**src/rtl/fetch_unit.sv**
```systemverilog
// Instruction fetch stage: credit-limited word requests to imem, in-order responses into a
// prefetch FIFO, redirect flush with stale-response drop. Optional: FETCH_MISALIGN_TRAP_EN.
module fetch_unit #(
  parameter logic [31:0] RESET_PC   = 32'h0000_0000,
  parameter int          FIFO_DEPTH = 2
) (
  input  logic        clk,
  input  logic        rst,
  output logic        imem_req_valid,
  input  logic        imem_req_ready,
  output logic [31:0] imem_req_addr,
  input  logic        imem_resp_valid,
  input  logic [31:0] imem_resp_data,
  input  logic        redirect_valid,
  input  logic [31:0] redirect_pc,
  output logic        instr_valid,
  input  logic        instr_ready,
  output logic [31:0] instr,
  output logic [31:0] instr_pc
`ifdef FETCH_MISALIGN_TRAP_EN
  ,
  output logic        instr_misaligned
`endif
);

  localparam int PW = $clog2(FIFO_DEPTH);
  localparam int CW = $clog2(FIFO_DEPTH + 1);
  localparam logic [CW:0] DEPTH_C = (CW + 1)'(FIFO_DEPTH);
  localparam logic [31:0] NOP_WORD = 32'h0000_0013;

  logic [31:0]   pc;
  logic [CW-1:0] outstanding;
  logic [CW-1:0] drop;
  logic [CW-1:0] fifo_count;
  logic [PW-1:0] rd_ptr;
  logic [PW-1:0] wr_ptr;
  logic [31:0]   fifo_data [FIFO_DEPTH];
  logic [31:0]   fifo_pc   [FIFO_DEPTH];
  logic [31:0]   tag_q     [FIFO_DEPTH];
  logic [PW-1:0] tag_rd;
  logic [PW-1:0] tag_wr;

  logic          credit_ok;
  logic          req_fire;
  logic          pop;
  logic          resp_push;
  logic          push;
  logic [31:0]   push_data;
  logic [31:0]   push_pc;
  logic          trap_push;
  logic          halted;
  logic [31:0]   trap_pc;

  function automatic logic [31:0] align_pc(input logic [31:0] a);
    return {a[31:2], 2'b00};
  endfunction

  // Credit counts both in-flight requests and buffered words so a response always has a slot.
  assign credit_ok      = ({1'b0, outstanding} + {1'b0, fifo_count}) < DEPTH_C;
  assign imem_req_valid = !rst && !redirect_valid && !halted && credit_ok;
  assign imem_req_addr  = pc;
  assign instr_valid    = (fifo_count != '0);
  assign instr          = fifo_data[rd_ptr];
  assign instr_pc       = fifo_pc[rd_ptr];

  always_comb begin
    req_fire  = imem_req_valid && imem_req_ready;
    pop       = instr_valid && instr_ready && !redirect_valid;
    resp_push = imem_resp_valid && (drop == '0) && !redirect_valid;
    push      = resp_push || trap_push;
    push_data = trap_push ? NOP_WORD : imem_resp_data;
    push_pc   = trap_push ? trap_pc : tag_q[tag_rd];
  end

  // Control: fetch PC, in-flight accounting, drop counter
  always_ff @(posedge clk) begin
    if (rst) begin
      pc          <= RESET_PC;
      outstanding <= '0;
      drop        <= '0;
      tag_rd      <= '0;
      tag_wr      <= '0;
    end else begin
      if (redirect_valid)
        pc <= align_pc(redirect_pc);
      else if (req_fire)
        pc <= pc + 32'd4;
      outstanding <= outstanding + CW'(req_fire) - CW'(imem_resp_valid);
      // A response landing in the redirect cycle is old-stream, so it is excluded from drop.
      if (redirect_valid)
        drop <= outstanding - CW'(imem_resp_valid);
      else if (imem_resp_valid && (drop != '0))
        drop <= drop - CW'(1);
      if (req_fire)
        tag_wr <= tag_wr + PW'(1);
      if (imem_resp_valid)
        tag_rd <= tag_rd + PW'(1);
    end
  end

  // Issued-address queue; stays aligned with outstanding, so dropped responses pop it too.
  always_ff @(posedge clk) begin
    if (req_fire)
      tag_q[tag_wr] <= pc;
  end

  // Prefetch FIFO; storage clears on reset so instr/instr_pc read zero
  always_ff @(posedge clk) begin
    if (rst) begin
      rd_ptr     <= '0;
      wr_ptr     <= '0;
      fifo_count <= '0;
      for (int i = 0; i < FIFO_DEPTH; i++) begin
        fifo_data[i] <= '0;
        fifo_pc[i]   <= '0;
      end
    end else if (redirect_valid) begin
      rd_ptr     <= '0;
      wr_ptr     <= '0;
      fifo_count <= '0;
    end else begin
      if (push) begin
        fifo_data[wr_ptr] <= push_data;
        fifo_pc[wr_ptr]   <= push_pc;
        wr_ptr            <= wr_ptr + PW'(1);
      end
      if (pop)
        rd_ptr <= rd_ptr + PW'(1);
      fifo_count <= fifo_count + CW'(push) - CW'(pop);
    end
  end

`ifdef FETCH_MISALIGN_TRAP_EN
  logic trap_pend;
  logic fifo_mis [FIFO_DEPTH];

  assign trap_push        = trap_pend && (drop == '0) && !redirect_valid;
  assign instr_misaligned = fifo_mis[rd_ptr];

  // Misaligned redirect: stop fetching, emit one NOP marker once old responses drain
  always_ff @(posedge clk) begin
    if (rst) begin
      trap_pend <= 1'b0;
      halted    <= 1'b0;
      trap_pc   <= '0;
    end else if (redirect_valid) begin
      trap_pend <= |redirect_pc[1:0];
      halted    <= |redirect_pc[1:0];
      trap_pc   <= redirect_pc;
    end else if (trap_push) begin
      trap_pend <= 1'b0;
    end
  end

  always_ff @(posedge clk) begin
    if (rst) begin
      for (int i = 0; i < FIFO_DEPTH; i++)
        fifo_mis[i] <= 1'b0;
    end else if (push && !redirect_valid) begin
      fifo_mis[wr_ptr] <= trap_push;
    end
  end
`else
  logic unused_pc_lsb;

  assign trap_push     = 1'b0;
  assign halted        = 1'b0;
  assign trap_pc       = '0;
  assign unused_pc_lsb = ^redirect_pc[1:0];
`endif

endmodule

```
**config.mk**
```make
export PLATFORM = sky130hd
export DESIGN_NAME = fetch_unit
export DESIGN_NICKNAME = d
export VERILOG_FILES = /design/src/rtl/fetch_unit.sv
export SDC_FILE = /design/constraint.sdc
export NUM_CORES = 1
export LEC_CHECK = 0
export BUFFER_PORTS_ARGS = -buffer_cell sky130_fd_sc_hd__buf_4
export CORE_ASPECT_RATIO = 0.9
export CORE_MARGIN = 10
export CORE_UTILIZATION = 55
export DETAILED_ROUTE_END_ITERATION = 10
export PLACE_DENSITY_LB_ADDON = 0.25
export SLEW_MARGIN = 20
export SYNTH_ARGS = -nofsm -noshare
export SYNTH_HDL_FRONTEND = slang
export SYNTH_SLANG_ARGS = --single-unit
```
**constraint.sdc**
```tcl
create_clock -name clk -period 5.8 [get_ports clk]
set_input_delay 0.58 -clock clk [delete_from_list [all_inputs] [get_ports clk]]
set_output_delay 0.58 -clock clk [all_outputs]
set_load 0.01 [all_outputs]
```
Word level (Yosys, flattened, before mapping) --
Memories as Yosys holds them, arrays and structs flattened. A register that Yosys moved wholly into a read port is not among the register bits. Cells that the tools add are included.
Word-level totals: register bits 42, bits in writable memories 192, bits of input ports 70, output and inout port bits 98, memories 3
Memories:
- fifo_data | words 2, width 32, rd ports 1, clocked after memory_dff 1, write ports 2, line 37 | logic [31:0] fifo_data [FIFO_DEPTH];
- fifo_pc | words 2, width 32, rd ports 1, clocked after memory_dff 1, write ports 2, line 38 | logic [31:0] fifo_pc [FIFO_DEPTH];
- tag_q | words 2, width 32, rd ports 1, clocked after memory_dff 1, write ports 1, line 39 | logic [31:0] tag_q [FIFO_DEPTH];
Operators by class: add/sub/neg operators 12, $lt $le $gt $ge 1, muxes and demuxes 24, reduce and logical (&&, ||, !) cells 18
Operator list (count):
- two-way mux 32 bit | 4
- OR reduction 32 bit | 2
- adder 32 x 3 -> 32 bit, second input constant | 1
- two-way mux 1 bit | 18
- logical AND 1 bit | 8
- nonzero test 2 bit | 4
- subtractor 2 x 1 -> 2 bit | 3
- adder 1 bit, second input constant | 4
- adder 2 x 1 -> 2 bit | 2
- two-way mux 2 bit | 2
- adder 2 x 2 -> 3 bit | 1
- < comparator 3 x 2 -> 1 bit, second input constant | 1
- zero test 1 bit | 2
- zero test 2 bit | 1
- OR reduction 2 bit | 1
- subtractor 2 x 1 -> 2 bit, second input constant | 1

Depth between registers and ports, before layout --
depth in word-level cells 9, gate-level depth with buffers 11

Least setup slack after synthesis --
Ideal clock, no wire load.
path type in2reg, start point input redirect_valid, end point memory fifo_data[0][0], enable pin, arrival time 4.432 ns, data required time 5.305 ns, path slack 0.873 ns, stages 6, buffers on the path 3, path through clkbuf_1 -> inv_1 -> clkbuf_1 -> clkbuf_1 -> nand3_1 -> o21bai_1
RTL lines:
- start, declared | line 14 | input logic redirect_valid,
- end, declared | line 37

Worst setup path after layout --
start point register fifo_count[0], end point memory tag_q[0][27], enable pin
Between the ends: word-level cells in the longest chain between the ends 6
RTL lines:
- start, declared | line 34 | logic [CW-1:0] fifo_count;
- start signal, assigned | line 129 | fifo_count <= fifo_count + CW'(push) - CW'(pop);
- adder 2 x 2 -> 3 bit | line 59 | assign credit_ok = ({1'b0, outstanding} + {1'b0, fifo_count}) < DEPTH_C;
- < comparator 3 x 2 -> 1 bit | line 59
- logical AND 1 bit | line 60 | assign imem_req_valid = !rst && !redirect_valid && !halted && credit_ok;
- logical AND 1 bit | line 67 | req_fire = imem_req_valid && imem_req_ready;
- two-way mux 1 bit | line 103 | if (req_fire)
- two-way mux 1 bit (not written as such) | line 104 | tag_q[tag_wr] <= pc;
- end, declared | line 39
No other way between the ends.

==> metrics.md <==
| Metric | Value |
|---|---|
| Worst r2r src | `fifo_count[0]` |
| Clock network power share | `40.1%` |
| Clk Latency, worst-skew pair | `0.52 ns` |
| Min cycle time layout | `3.238 ns` |
| Power Total | `3.790 mW` |
| Multi-input logic area | `0.003098 mm²` |
| Worst-path clk slew | `0.06 ns` |
| Crit Path Class | `reg2reg` |
| Layout cell share with drive strength beyond 1 | `33.26%` |
| Hold Crit Start | `redirect_pc[2]` |
| Max IR drop VDD | `0.2282 mV` |
| Sequential power share | `50.3%` |
| Avg Inst Size Synth | `13.69 µm²` |
| RSZ-0062 raised after global routing | `no` |
| Crit-path cells | `and2_1, fa_1, or3b_4, nor2_4, inv_1, nor2_2, buf_4` |
| Number of synthesized register bits | `226` |
| Core box area | `0.01706 mm²` |
| Synth warnings | `0` |
| Clk_skew | `0.01056 ns` |
| Finished Core Util | `69.54%` |
| Drt pass-1 iters | `5` |
| CTS tree | `done` |
| Final hold viol count | `0` |
| Routing usage on met1 | `23.36%` |
| Die H | `145.7 µm` |
| Routed Wire Length | `21.33 mm` |
| Max-cap violations | `0` |
| Num rows | `45` |
| Die area | `0.02326 mm²` |
| Routed Antenna Nets | `0` |
| Max incr delay on CP | `0.63 ns` |
| Sw Pwr | `0.8584 mW` |
| Final Max Slew Viols | `0` |
| Register area | `0.006369 mm²` |
| Status | `finished clean` |
| Largest net degree at the start of global routing | `63` |
| Post-CTS Resized | `0` |
| Vias in the first global route | `6,250` |
| Vias | `6,092` |
| Synth cell types | `46` |
| Clock sink count | `226` |
| Post-CTS setup buffer count | `0` |
| Final period utilization | `55.83%` |
| Slew HR | `36.30%` |
| Gate power share | `9.5%` |
| Cells after DPL | `1,072` |
| Arrival @ worst endpoint | `3.43 ns` |
| Layout fillers | `1,174` |
| Routed len/inst | `19.11 µm` |
| Reg2reg path depth | `7` |
| Area growth syn-to-layout | `22.89%` |
| DP Worst Slack | `2.608 ns` |
| Initial antenna violation count | `0` |
| GP Congestion | `0.8573` |
| DP Wirelength | `14.43 mm` |
| Die X | `159.7 µm` |
| Slowest cell on the critical path | `nor2_2` |
| Highest clock rate | `308.8 MHz` |
| Hold crit path type | `in2reg` |
| Worst Setup Start Kind | `flip-flop` |
| Max clock buf depth | `3` |
| Drt via density | `5.459` |
| Setup TNS | `0 ns` |
| Worst reg2reg endpoint | `tag_q[0][27]` |
| Post-Synthesis Cells | `705` |
| Flop2flop setup slack | `2.56 ns` |
| Total gr overflow | `0` |
| Worst slew pin tran | `0.9555 ns` |
| CP Capture Type | `flip-flop` |
| GR Util met3 | `4.321%` |
| GR peak layer | `met2` |
| Internal | `2.932 mW` |
| IO Pins | `168` |
| Port bufs | `161` |
| Worst Hold Path EP | `imem_req_addr[2]` |
| Setup ws final | `2.562 ns` |
| Root buffer cell | `clkbuf_16` |
| Cell Area, Synth | `0.009654 mm²` |
| CTS Hold Bufs | `0` |
| Tot GR Track Use | `17.70%` |
| PwrDens | `319.5 mW/mm²` |
| First-pass GRT wire length | `33.68 mm` |
| Initial DRC count | `351` |
| Met2 Usage GRT | `28.94%` |
| Layout Cells excl Fill | `1,116` |
| P_leak | `4.629 nW` |
| Num CTS Buffers | `24` |
| Hold Crit Depth | `3` |
| Worst Path Required | `5.99 ns` |
| Sequential share of the synthesized area | `65.94%` |
| Htree depth | `1` |
| Worst-path fanout max | `18` |
| Starting Density | `56.59%` |
| Setup Viol. Count Final | `0` |
| ANT cells | `0` |
| Net count, final | `941` |
| DRC | `0` |
| Switching part of the total | `22.65%` |
==> synth_stat cells, drive strengths merged <==
cell	n	share of area [%]
edfxtp	184	57
nor2	99	4.0
and2	66	4.3
mux2	62	7.2
dfxtp	42	8.7
mux2i	32	3.3
clkbuf	27	1.0
xor2	24	2.2
nand2	23	0.89
a211oi	20	1.8
nand4	16	1.2
buf	14	0.83
xnor2	12	1.1
and3	10	0.65
inv	10	0.39
nand3	10	0.52
a21oi	9	0.47
nor3	9	0.74
ha	7	0.91
nor4	7	0.80
a221o	2	0.21
a31oi	2	0.13
and4	2	0.18
nand2b	2	0.13
o21bai	2	0.16
o22ai	2	0.13
or2	2	0.13
or3	2	0.13
a311oi	1	0.091
conb	1	0.039
fa	1	0.21
nor2b	1	0.065
nor3b	1	0.078
or3b	1	0.12
==> cell families after synthesis <==
logic type | share of synthesized area [%]
AND/OR/NAND/NOR | 13.88
AO/OA/AOI/OAI | 2.942
flip-flops | 65.94
buffers and inverters | 2.268
multiplexers | 10.55
adder cells (fa/ha/maj) | 1.115
other | 0.03884
XOR/XNOR | 3.266
==> critical path: cells and delay by family (launching register included) <==
kind          cells  cell delay [ns]
flops             1             0.33
buf+inv           2             0.55
simple gates      4             1.53
fa+ha+maj         1             0.49
==> power by group through the flow <==
stage                     sequential [mW]  combinational, mW  clock, mW
final                                1.91              0.362       1.52
after global routing                 1.92              0.395       1.61
after CTS                            1.91              0.367       1.54
after detailed placement             1.94              0.364          0
after global placement               1.93              0.355          0
after floorplan                      1.92              0.206          0
==> through the flow <==
step | hold slack (ns) | instance area (µm²)
finish | 0.2987 | 11860
global route | 0.3009 | 11860
CTS | 0.2913 | 11860
detailed placement | 0.5050 | 11070
global placement | 0.4865 | 11070
floorplan | 0.4725 | 9666
==> final cells by class <==
type	instances	share of cell area (%)
well taps	235	2.478
flip-flops and latches	226	53.68
repair buffers	170	10.76
multi-input cells	431	26.11
clock buffers	30	5.336
inverters	10	0.3164
clock inverters	14	1.318
==> state kept, by name, indices dropped and copies added, names as in the netlist, named ones only <==
name           flops
imem_req_addr     30
wr_ptr             1
fifo_pc           60
outstanding        2
fifo_count         2
tag_wr             1
rd_ptr             1
tag_q             60
tag_rd             1
fifo_data         64
drop               2
==> metal layers <==
layer	routed length, µm	share of wire (%)	vias to the layer above
met4	360	1.7	0
met3	1657	7.8	30
li1	-	-	2863
met1	9052	42	2951
met2	10260	48	248
met5	0	0	-
==> placed cells by master, fill, tap and decap left out, types with 2 or more instances in the layout <==
cell type  synthesis  routed
edfxtp_1         184     184
buf_4              4     170
nor2_1            96      95
and2_1            66      66
mux2_2            62      62
dfxtp_1           42      40
mux2i_1           32      32
xor2_1            24      24
clkbuf_16          0      24
nand2_1           23      23
a211oi_1          16      16
nand4_1           15      15
xnor2_1           12      12
inv_1             10      10
nand3_1           10      10
and3_1            10      10
a21oi_1            9       9
ha_1               7       7
clkinv_2           0       7
nor3_1             5       5
clkbuf_1          27       5
a211oi_2           4       4
conb_1             1       4
nor2_2             2       3
nor3_2             3       3
nor4_2             3       3
nor4_1             3       3
bufinv_16          0       3
o22ai_1            2       2
a31oi_1            2       2
a221o_1            2       2
and4_1             2       2
dfxtp_2            0       2
clkinv_1           0       2
==> how the worst max path moves through the flow <==
stage / from / end / depth (start not counted)
finish: fifo_count[0] / tag_q[0][27] / 7
global placement: fifo_count[0] / tag_q[0][26] / 7
CTS: fifo_count[0] / tag_q[0][27] / 7
detailed placement: fifo_count[0] / tag_q[0][21] / 7
global route: outstanding[0] / tag_q[0][27] / 7
floorplan: redirect_valid / fifo_data[0][0] / 6
No activity file was read; power rests on OpenSTA's default activity.
